<file path="src/rtl/tensor_stream_packer_if.sv">
// Stream-in / tensor-out bundle for tensor_stream_packer.
// The slave modport is the packer's view; master is the producer/consumer side.
interface tensor_stream_packer_if #(
  parameter int DATA_WIDTH = 8,
  parameter int IN_SIZE    = 16
);
  logic                          s_valid;
  logic                          s_ready;
  logic [DATA_WIDTH-1:0]         s_data;
  logic                          s_last;
  logic [IN_SIZE*DATA_WIDTH-1:0] input_tensor;
  logic                          tensor_valid;
  logic                          tensor_ack;
  logic                          frame_err;

  modport master (
    output s_valid, s_data, s_last, tensor_ack,
    input  s_ready, input_tensor, tensor_valid, frame_err
  );

  modport slave (
    input  s_valid, s_data, s_last, tensor_ack,
    output s_ready, input_tensor, tensor_valid, frame_err
  );
endinterface

</file>
<file path="src/rtl/tensor_stream_packer.sv">
// Assembles a raster-order element stream into one flat tensor; a fill buffer
// plus an output register let the next tensor stream in while one is held.
module tensor_stream_packer #(
  parameter int DATA_WIDTH  = 8,
  parameter int IN_CHANNELS = 1,
  parameter int IN_HEIGHT   = 4,
  parameter int IN_WIDTH    = 4
) (
  input  logic                   clk,
  input  logic                   rst,
  tensor_stream_packer_if.slave  bus
);

  localparam int IN_SIZE = IN_CHANNELS * IN_HEIGHT * IN_WIDTH;
  localparam int CNT_W   = (IN_SIZE > 1) ? $clog2(IN_SIZE) : 1;
  localparam logic [CNT_W-1:0] LAST_IDX = CNT_W'(IN_SIZE - 1);

  typedef enum logic {
    FILL = 1'b0,
    FULL = 1'b1
  } state_t;

  state_t                        r_state;
  state_t                        w_state_nxt;
  logic [CNT_W-1:0]              r_idx;
  logic [CNT_W-1:0]              w_idx_nxt;
  logic [DATA_WIDTH-1:0]         r_fill_buf [IN_SIZE];
  logic [IN_SIZE*DATA_WIDTH-1:0] w_fill_flat;
  logic [IN_SIZE*DATA_WIDTH-1:0] r_tensor;
  logic                          r_tensor_valid;
  logic                          w_tensor_valid_nxt;
  logic                          r_frame_err;
  logic                          w_frame_err_nxt;
  logic                          w_beat;
  logic                          w_last_idx;
  logic                          w_slot_free;
  logic                          w_load;

  assign w_beat      = bus.s_valid && (r_state == FILL);
  assign w_last_idx  = (r_idx == LAST_IDX);
  assign w_slot_free = !r_tensor_valid || bus.tensor_ack;

  // NOTE: every always_comb output gets a default first so no path leaves it unassigned (no latch).
  always_comb begin
    w_state_nxt        = r_state;
    w_idx_nxt          = r_idx;
    w_frame_err_nxt    = 1'b0;
    w_load             = 1'b0;
    w_tensor_valid_nxt = r_tensor_valid;
    unique case (r_state)
      FILL: begin
        if (w_beat) begin
          if (w_last_idx && bus.s_last) begin
            w_idx_nxt   = '0;
            w_state_nxt = FULL;
          end else if (!w_last_idx && !bus.s_last) begin
            w_idx_nxt = r_idx + CNT_W'(1);
          end else begin
            // s_last disagrees with the element count: drop the partial tensor and resync.
            w_idx_nxt       = '0;
            w_frame_err_nxt = 1'b1;
          end
        end
      end
      FULL: begin
        if (w_slot_free) begin
          w_load      = 1'b1;
          w_state_nxt = FILL;
        end
      end
      default: w_state_nxt = FILL;
    endcase

    // A load in the same cycle as an ack keeps valid high: the new tensor replaces the old one.
    if (w_load) begin
      w_tensor_valid_nxt = 1'b1;
    end else if (r_tensor_valid && bus.tensor_ack) begin
      w_tensor_valid_nxt = 1'b0;
    end
  end

  always_comb begin
    w_fill_flat = '0;
    for (int i = 0; i < IN_SIZE; i++) begin
      w_fill_flat[i*DATA_WIDTH +: DATA_WIDTH] = r_fill_buf[i];
    end
  end

  // NOTE: sequential state is written with non-blocking assignments so every register samples pre-edge values.
  always_ff @(posedge clk) begin
    if (rst) begin
      r_state        <= FILL;
      r_idx          <= '0;
      r_tensor       <= '0;
      r_tensor_valid <= 1'b0;
      r_frame_err    <= 1'b0;
    end else begin
      r_state        <= w_state_nxt;
      r_idx          <= w_idx_nxt;
      r_tensor_valid <= w_tensor_valid_nxt;
      r_frame_err    <= w_frame_err_nxt;
      if (w_load) begin
        r_tensor <= w_fill_flat;
      end
    end
  end

  // NOTE: the fill buffer is storage, not control; it is never read before being written, so it has no reset.
  always_ff @(posedge clk) begin
    if (w_beat) begin
      r_fill_buf[r_idx] <= bus.s_data;
    end
  end

  assign bus.s_ready      = (r_state == FILL);
  assign bus.input_tensor = r_tensor;
  assign bus.tensor_valid = r_tensor_valid;
  assign bus.frame_err    = r_frame_err;

endmodule

</file>
<file path="src/flat_wrapper.sv">
// flat-port wrapper written by rule: the top's interface ports become plain ports
module tensor_stream_packer_flat 
#(
  parameter int DATA_WIDTH  = 8,
  parameter int IN_CHANNELS = 1,
  parameter int IN_HEIGHT   = 4,
  parameter int IN_WIDTH    = 4
)
  (clk, rst, bus_s_valid, bus_s_data, bus_s_last, bus_tensor_ack, bus_s_ready, bus_input_tensor, bus_tensor_valid, bus_frame_err);
  tensor_stream_packer_if #(.DATA_WIDTH(DATA_WIDTH), .IN_SIZE((16))) bus_i ();
  input  logic clk;
  input  logic rst;
  input wire logic [$bits(bus_i.s_valid)-1:0] bus_s_valid;
  input wire logic [$bits(bus_i.s_data)-1:0] bus_s_data;
  input wire logic [$bits(bus_i.s_last)-1:0] bus_s_last;
  input wire logic [$bits(bus_i.tensor_ack)-1:0] bus_tensor_ack;
  output wire logic [$bits(bus_i.s_ready)-1:0] bus_s_ready;
  output wire logic [$bits(bus_i.input_tensor)-1:0] bus_input_tensor;
  output wire logic [$bits(bus_i.tensor_valid)-1:0] bus_tensor_valid;
  output wire logic [$bits(bus_i.frame_err)-1:0] bus_frame_err;
  assign bus_i.s_valid = bus_s_valid;
  assign bus_i.s_data = bus_s_data;
  assign bus_i.s_last = bus_s_last;
  assign bus_i.tensor_ack = bus_tensor_ack;
  assign bus_s_ready = bus_i.s_ready;
  assign bus_input_tensor = bus_i.input_tensor;
  assign bus_tensor_valid = bus_i.tensor_valid;
  assign bus_frame_err = bus_i.frame_err;
  tensor_stream_packer #(.DATA_WIDTH(DATA_WIDTH), .IN_CHANNELS(IN_CHANNELS), .IN_HEIGHT(IN_HEIGHT), .IN_WIDTH(IN_WIDTH)) u_core (.clk(clk), .rst(rst), .bus(bus_i));
endmodule
</file>
<file path="config.mk">
export PLATFORM = sky130hd
export DESIGN_NAME = tensor_stream_packer_flat
export DESIGN_NICKNAME = d
export VERILOG_FILES = /design/src/rtl/tensor_stream_packer_if.sv /design/src/rtl/tensor_stream_packer.sv /design/src/flat_wrapper.sv
export SDC_FILE = /design/constraint.sdc
export NUM_CORES = 1
export LEC_CHECK = 0
export ABC_CLOCK_PERIOD_IN_PS = 2700
export CAP_MARGIN = 20
export CELL_PAD_IN_SITES_DETAIL_PLACEMENT = 1
export CELL_PAD_IN_SITES_GLOBAL_PLACEMENT = 1
export CORE_MARGIN = 3
export CORE_UTILIZATION = 45
export CTS_CLUSTER_SIZE = 16
export DETAILED_ROUTE_END_ITERATION = 16
export PLACE_DENSITY = 0.8
export RECOVER_POWER = 50
export SLEW_MARGIN = 20
export SYNTH_ARGS = -nofsm -noshare
export SYNTH_HDL_FRONTEND = slang
export SYNTH_SLANG_ARGS = --single-unit
</file>
<file path="constraint.sdc">
create_clock -name clk -period 2.7 [get_ports clk]
set_input_delay 0.675 -clock clk [delete_from_list [all_inputs] [get_ports clk]]
set_output_delay 0.675 -clock clk [all_outputs]
set_load 0.02 [all_outputs]
</file>
==> tab_implementation.tex <==
\begin{tabular}{lr}
\hline
Metric & Value \\
\hline
\multicolumn{2}{l}{\textbf{GRT}} \\
\quad Number of global-route vias before repair & 7043 \\
\quad Wire length of the first global-routing pass & 39300 um \\
\quad Tot GR Track Use & 22.2\% \\
\quad GRT Residual Overflow & 0 \\
\quad Antenna violations before repair & 1 \\
\quad Pin count of the biggest net entering global routing & 130 \\
\multicolumn{2}{l}{\textbf{Clock network}} \\
\quad TritonCTS sink count & 263 \\
\quad Max Buffers Root-to-Sink & 3 \\
\quad TritonCTS clock tree & built \\
\quad CTS root buf & sky130\_fd\_sc\_hd\_\_clkbuf\_16 \\
\quad Number of clock buffers inserted by TritonCTS & 27 \\
\quad Post-CTS setup buffer count & 0 \\
\quad H-tree Lvls & 1 \\
\quad Count of hold-fix buffers inserted at cts & 0 \\
\quad Count of cells resized by post-cts repair & 0 \\
\quad Clock-pin transition on the worst setup and hold timing paths & 0.06 ns \\
\quad Insertion delay of the later-clocked pin in the worst-skew pair & 0.52 ns \\
\multicolumn{2}{l}{\textbf{Synth}} \\
\quad Sequential cell area fraction in the yosys report & 71.9\% \\
\quad Synth Register Bits & 263 \\
\quad Post-synthesis cell type count & 31 \\
\quad Cell type contributing the most total cell area after synthesis & sky130\_fd\_sc\_hd\_\_edfxtp\_1 \\
\quad Number of synthesis warnings & 0 \\
\quad Net count after synthesis & 795 \\
\quad Largest cells by area after synthesis & sky130\_fd\_sc\_hd\_\_edfxtp\_1 (42\%), sky130\_fd\_sc\_hd\_\_dfxtp\_1 (30\%), sky130\_fd\_sc\_hd\_\_a21oi\_1 (7.3\%) \\
\quad Cell count after synthesis & 778 \\
\quad Netlist area before placement & 0.00910 mm\^{}2 \\
\quad Avg Synthesized Cell Area & 11.7 um\^{}2 \\
\quad Share of the synthesized area in the top cell type & 42.2\% \\
\multicolumn{2}{l}{\textbf{Power and ir drop}} \\
\quad Total power & 7.77 mW \\
\quad Static Leak & 3.59 nW \\
\quad Power Density & 673 mW/mm\^{}2 \\
\quad Maximum VDD drop & 0.000503 V \\
\multicolumn{2}{l}{\textbf{STA}} \\
\quad Maximum clock frequency & 392 MHz \\
\quad Relative max-transition margin & 16.4\% \\
\quad Final critical delay including setup and external delays & 2.55 ns \\
\quad Fraction of the cycle the final worst path needs & 94.5\% \\
\quad Setup TNS & 0 ns \\
\quad Clock tree skew after final layout & 0.00890 ns \\
\quad Final Setup Violations & 0 \\
\quad Unrepaired setup endpoints after global routing & no \\
\quad Slew @ Worst Pin & 1.25 ns \\
\quad Final Hold Viols & 0 \\
\quad Max-slew violation count & 0 \\
\multicolumn{2}{l}{\textbf{Critical path}} \\
\quad Crit Path Max Fanout & 46 \\
\quad Type of the setup path with the least slack & flip-flop to output port \\
\quad Critical Path End Type & output port \\
\quad Worst Path Arrival & 1.88 ns \\
\quad Type of origin of the critical path & flip-flop \\
\quad CP Data Required Time & 2.03 ns \\
\multicolumn{2}{l}{\textbf{Floorplan}} \\
\quad Std-Cell Core Area & 0.0197 mm\^{}2 \\
\quad Initial Utilization & 46.3\% \\
\quad Number of core rows & 51 \\
\quad Horizontal die dimension & 148 um \\
\quad Number of placed I/O pins & 144 \\
\quad Floorplan die height & 148 um \\
\quad Overall die area & 0.0220 mm\^{}2 \\
\multicolumn{2}{l}{\textbf{Place}} \\
\quad Global placer's final weighted congestion & 0.775 \\
\quad IO buf count & 143 \\
\quad HPWL after DPL & 14200 um \\
\multicolumn{2}{l}{\textbf{Worst hold path}} \\
\quad Worst hold path class & flip-flop to flip-flop \\
\multicolumn{2}{l}{\textbf{Route}} \\
\quad Routed vias & 6706 \\
\quad Average wire length per cell after detail routing & 20.9 um \\
\quad Routed Wire Length & 24700 um \\
\quad Final routed DRC violation total & 0 \\
\quad Count of TritonRoute iterations in the first routing pass & 5 \\
\quad Detailed router's first-iteration violation count & 348 \\
\quad Number of nets with antenna violations after detailed routing & 0 \\
\quad Vias/cell & 5.67 \\
\multicolumn{2}{l}{\textbf{Final layout}} \\
\quad Area taken by flip-flops and latches & 0.00655 mm\^{}2 \\
\quad Final-stage net count & 914 \\
\quad Area of the multi-input gates & 0.00224 mm\^{}2 \\
\quad Share of final-layout standard cells stronger than drive strength 1 & 5.67\% \\
\quad Number of antenna diodes & 0 \\
\quad P\&R area growth vs syn & 26.9\% \\
\quad Fill count & 2048 \\
\multicolumn{2}{l}{\textbf{Job}} \\
\quad Count of maximum capacitance violations & 0 \\
\multicolumn{2}{l}{\textbf{Status}} \\
\quad Outcome & finished, final reports clean \\
\hline
\end{tabular}
[sequential cells by signal, summed over array words and instances, names as in the netlist]
| register | count |
|---|---|
| bus_input_tensor | 128 |
| u_core.bus.frame_err | 1 |
| u_core.bus.tensor_valid | 1 |
| u_core.r_fill_buf | 128 |
| u_core.r_idx | 4 |
| u_core.r_state | 1 |
[cell usage in the layout, fill, tap and decap left out, types with 2 or more instances in the layout]
cell type and instances:
sky130_fd_sc_hd__clkinv_2 3, sky130_fd_sc_hd__dfxtp_1 134, sky130_fd_sc_hd__dlygate4sd3_1 9, sky130_fd_sc_hd__clkbuf_4 2, sky130_fd_sc_hd__nor2_1 15, sky130_fd_sc_hd__clkbuf_1 20
sky130_fd_sc_hd__ha_1 4, sky130_fd_sc_hd__edfxtp_1 128, sky130_fd_sc_hd__buf_4 6, sky130_fd_sc_hd__nand3_1 129, sky130_fd_sc_hd__a21oi_1 133, sky130_fd_sc_hd__clkdlybuf4s50_1 133
sky130_fd_sc_hd__clkbuf_8 5, sky130_fd_sc_hd__clkinv_1 5, sky130_fd_sc_hd__o21ai_0 129, sky130_fd_sc_hd__clkbuf_16 27, sky130_fd_sc_hd__inv_1 2, sky130_fd_sc_hd__nand2b_1 2
sky130_fd_sc_hd__nand2b_4 2, sky130_fd_sc_hd__buf_12 3, sky130_fd_sc_hd__nor3_1 5, sky130_fd_sc_hd__nand2_1 5, sky130_fd_sc_hd__or3_1 2
[power breakdown]
group	leakage, nW	internal, mW	switching [mW]
registers	2.24	4.19	0.00706
logic	0.943	0.0268	0.0993
clock network	0.401	1.98	1.47
[cells by family (layout without fill, tap and decap cells)]
| family | Yosys count | count (layout) | share of synthesized area (%) |
|---|---|---|---|
| adder cells (fa/ha/maj) | 4 | 4 | 0.550 |
| buffers and inverters | 78 | 217 | 3.57 |
| flip-flops | 263 | 263 | 71.9 |
| AO/OA/AOI/OAI | 266 | 266 | 14.7 |
| AND/OR/NAND/NOR | 166 | 166 | 9.18 |
| XOR/XNOR | 1 | 1 | 0.0962 |
[worst max-delay path, stage by stage, from the launching register on]
cell,delay [ns]
sky130_fd_sc_hd__dfxtp_4,0.67
sky130_fd_sc_hd__clkinv_2,0.12
sky130_fd_sc_hd__clkdlybuf4s50_1,0.56
[routing by layer]
metal / up-vias / routed length (um) / share of wire (%) / global-route usage (%)
met1: 3377 / 10500 / 43 / 29.3
met4: 2 / 643 / 2.6 / 5.77
met3: 57 / 1170 / 4.8 / 3.78
li1: 3075 / - / - / -
met2: 195 / 12300 / 50 / 38.3
met5: - / 13 / 0.053 / 0
[cell usage after synthesis]
library cell	instances
sky130_fd_sc_hd__nor3_1	5
sky130_fd_sc_hd__nand2_1	5
sky130_fd_sc_hd__inv_2	1
sky130_fd_sc_hd__and3_1	1
sky130_fd_sc_hd__edfxtp_1	128
sky130_fd_sc_hd__buf_1	4
sky130_fd_sc_hd__nand3b_1	1
sky130_fd_sc_hd__ha_1	4
sky130_fd_sc_hd__o21bai_1	1
sky130_fd_sc_hd__or4_1	1
sky130_fd_sc_hd__nor2_1	15
sky130_fd_sc_hd__a21oi_1	133
sky130_fd_sc_hd__nand2b_4	1
sky130_fd_sc_hd__nor4bb_1	1
sky130_fd_sc_hd__o21ai_1	1
sky130_fd_sc_hd__nand2b_1	3
sky130_fd_sc_hd__or3_1	2
sky130_fd_sc_hd__buf_2	12
sky130_fd_sc_hd__buf_6	1
sky130_fd_sc_hd__inv_1	2
sky130_fd_sc_hd__a31oi_1	1
sky130_fd_sc_hd__a32oi_1	1
sky130_fd_sc_hd__o21ai_0	129
sky130_fd_sc_hd__dfxtp_1	135
sky130_fd_sc_hd__nor2b_1	1
sky130_fd_sc_hd__clkbuf_2	2
sky130_fd_sc_hd__and2b_1	1
sky130_fd_sc_hd__nand3_1	129
sky130_fd_sc_hd__xnor2_1	1
sky130_fd_sc_hd__buf_4	2
sky130_fd_sc_hd__clkbuf_1	54
[area by class of cell]
cell class	instances	share of cell area, %
clock inverter	9	0.455
multi-input combinational	437	19.4
timing repair buffer	165	13.7
sequential	263	56.7
inverter	3	0.108
clock buffer	40	6.70
tap	265	2.87
[per-stage QoR]
stage	util [%]	instance area, um^2	std cells	hold slack [ns]	setup WS [ns]
6_report	58.8	11600	1182	0.475	0.148
2_1_floorplan	-	9100	778	0.492	0.698
3_3_place_gp	54.8	10800	1133	0.464	0.292
5_1_grt	58.8	11600	1182	0.501	0.0619
3_5_place_dp	54.8	10800	1133	0.470	0.188
4_1_cts	59.0	11600	1182	0.479	0.126
[worst paths after layout]
| path | from | endpoint | slack (ns) | cells after the start |
|---|---|---|---|---|
| worst max-delay path | u_core.r_state | bus_s_ready | 0.15 | 2 |
| worst min-delay path | bus_input_tensor[119] | bus_input_tensor[119] | 0.48 | 2 |
| worst max register to register | u_core.r_state | bus_input_tensor[3] | 0.29 | 4 |
| worst min register to register | bus_input_tensor[119] | bus_input_tensor[119] | 0.48 | 2 |
No activity file was read; power rests on OpenSTA's default activity.
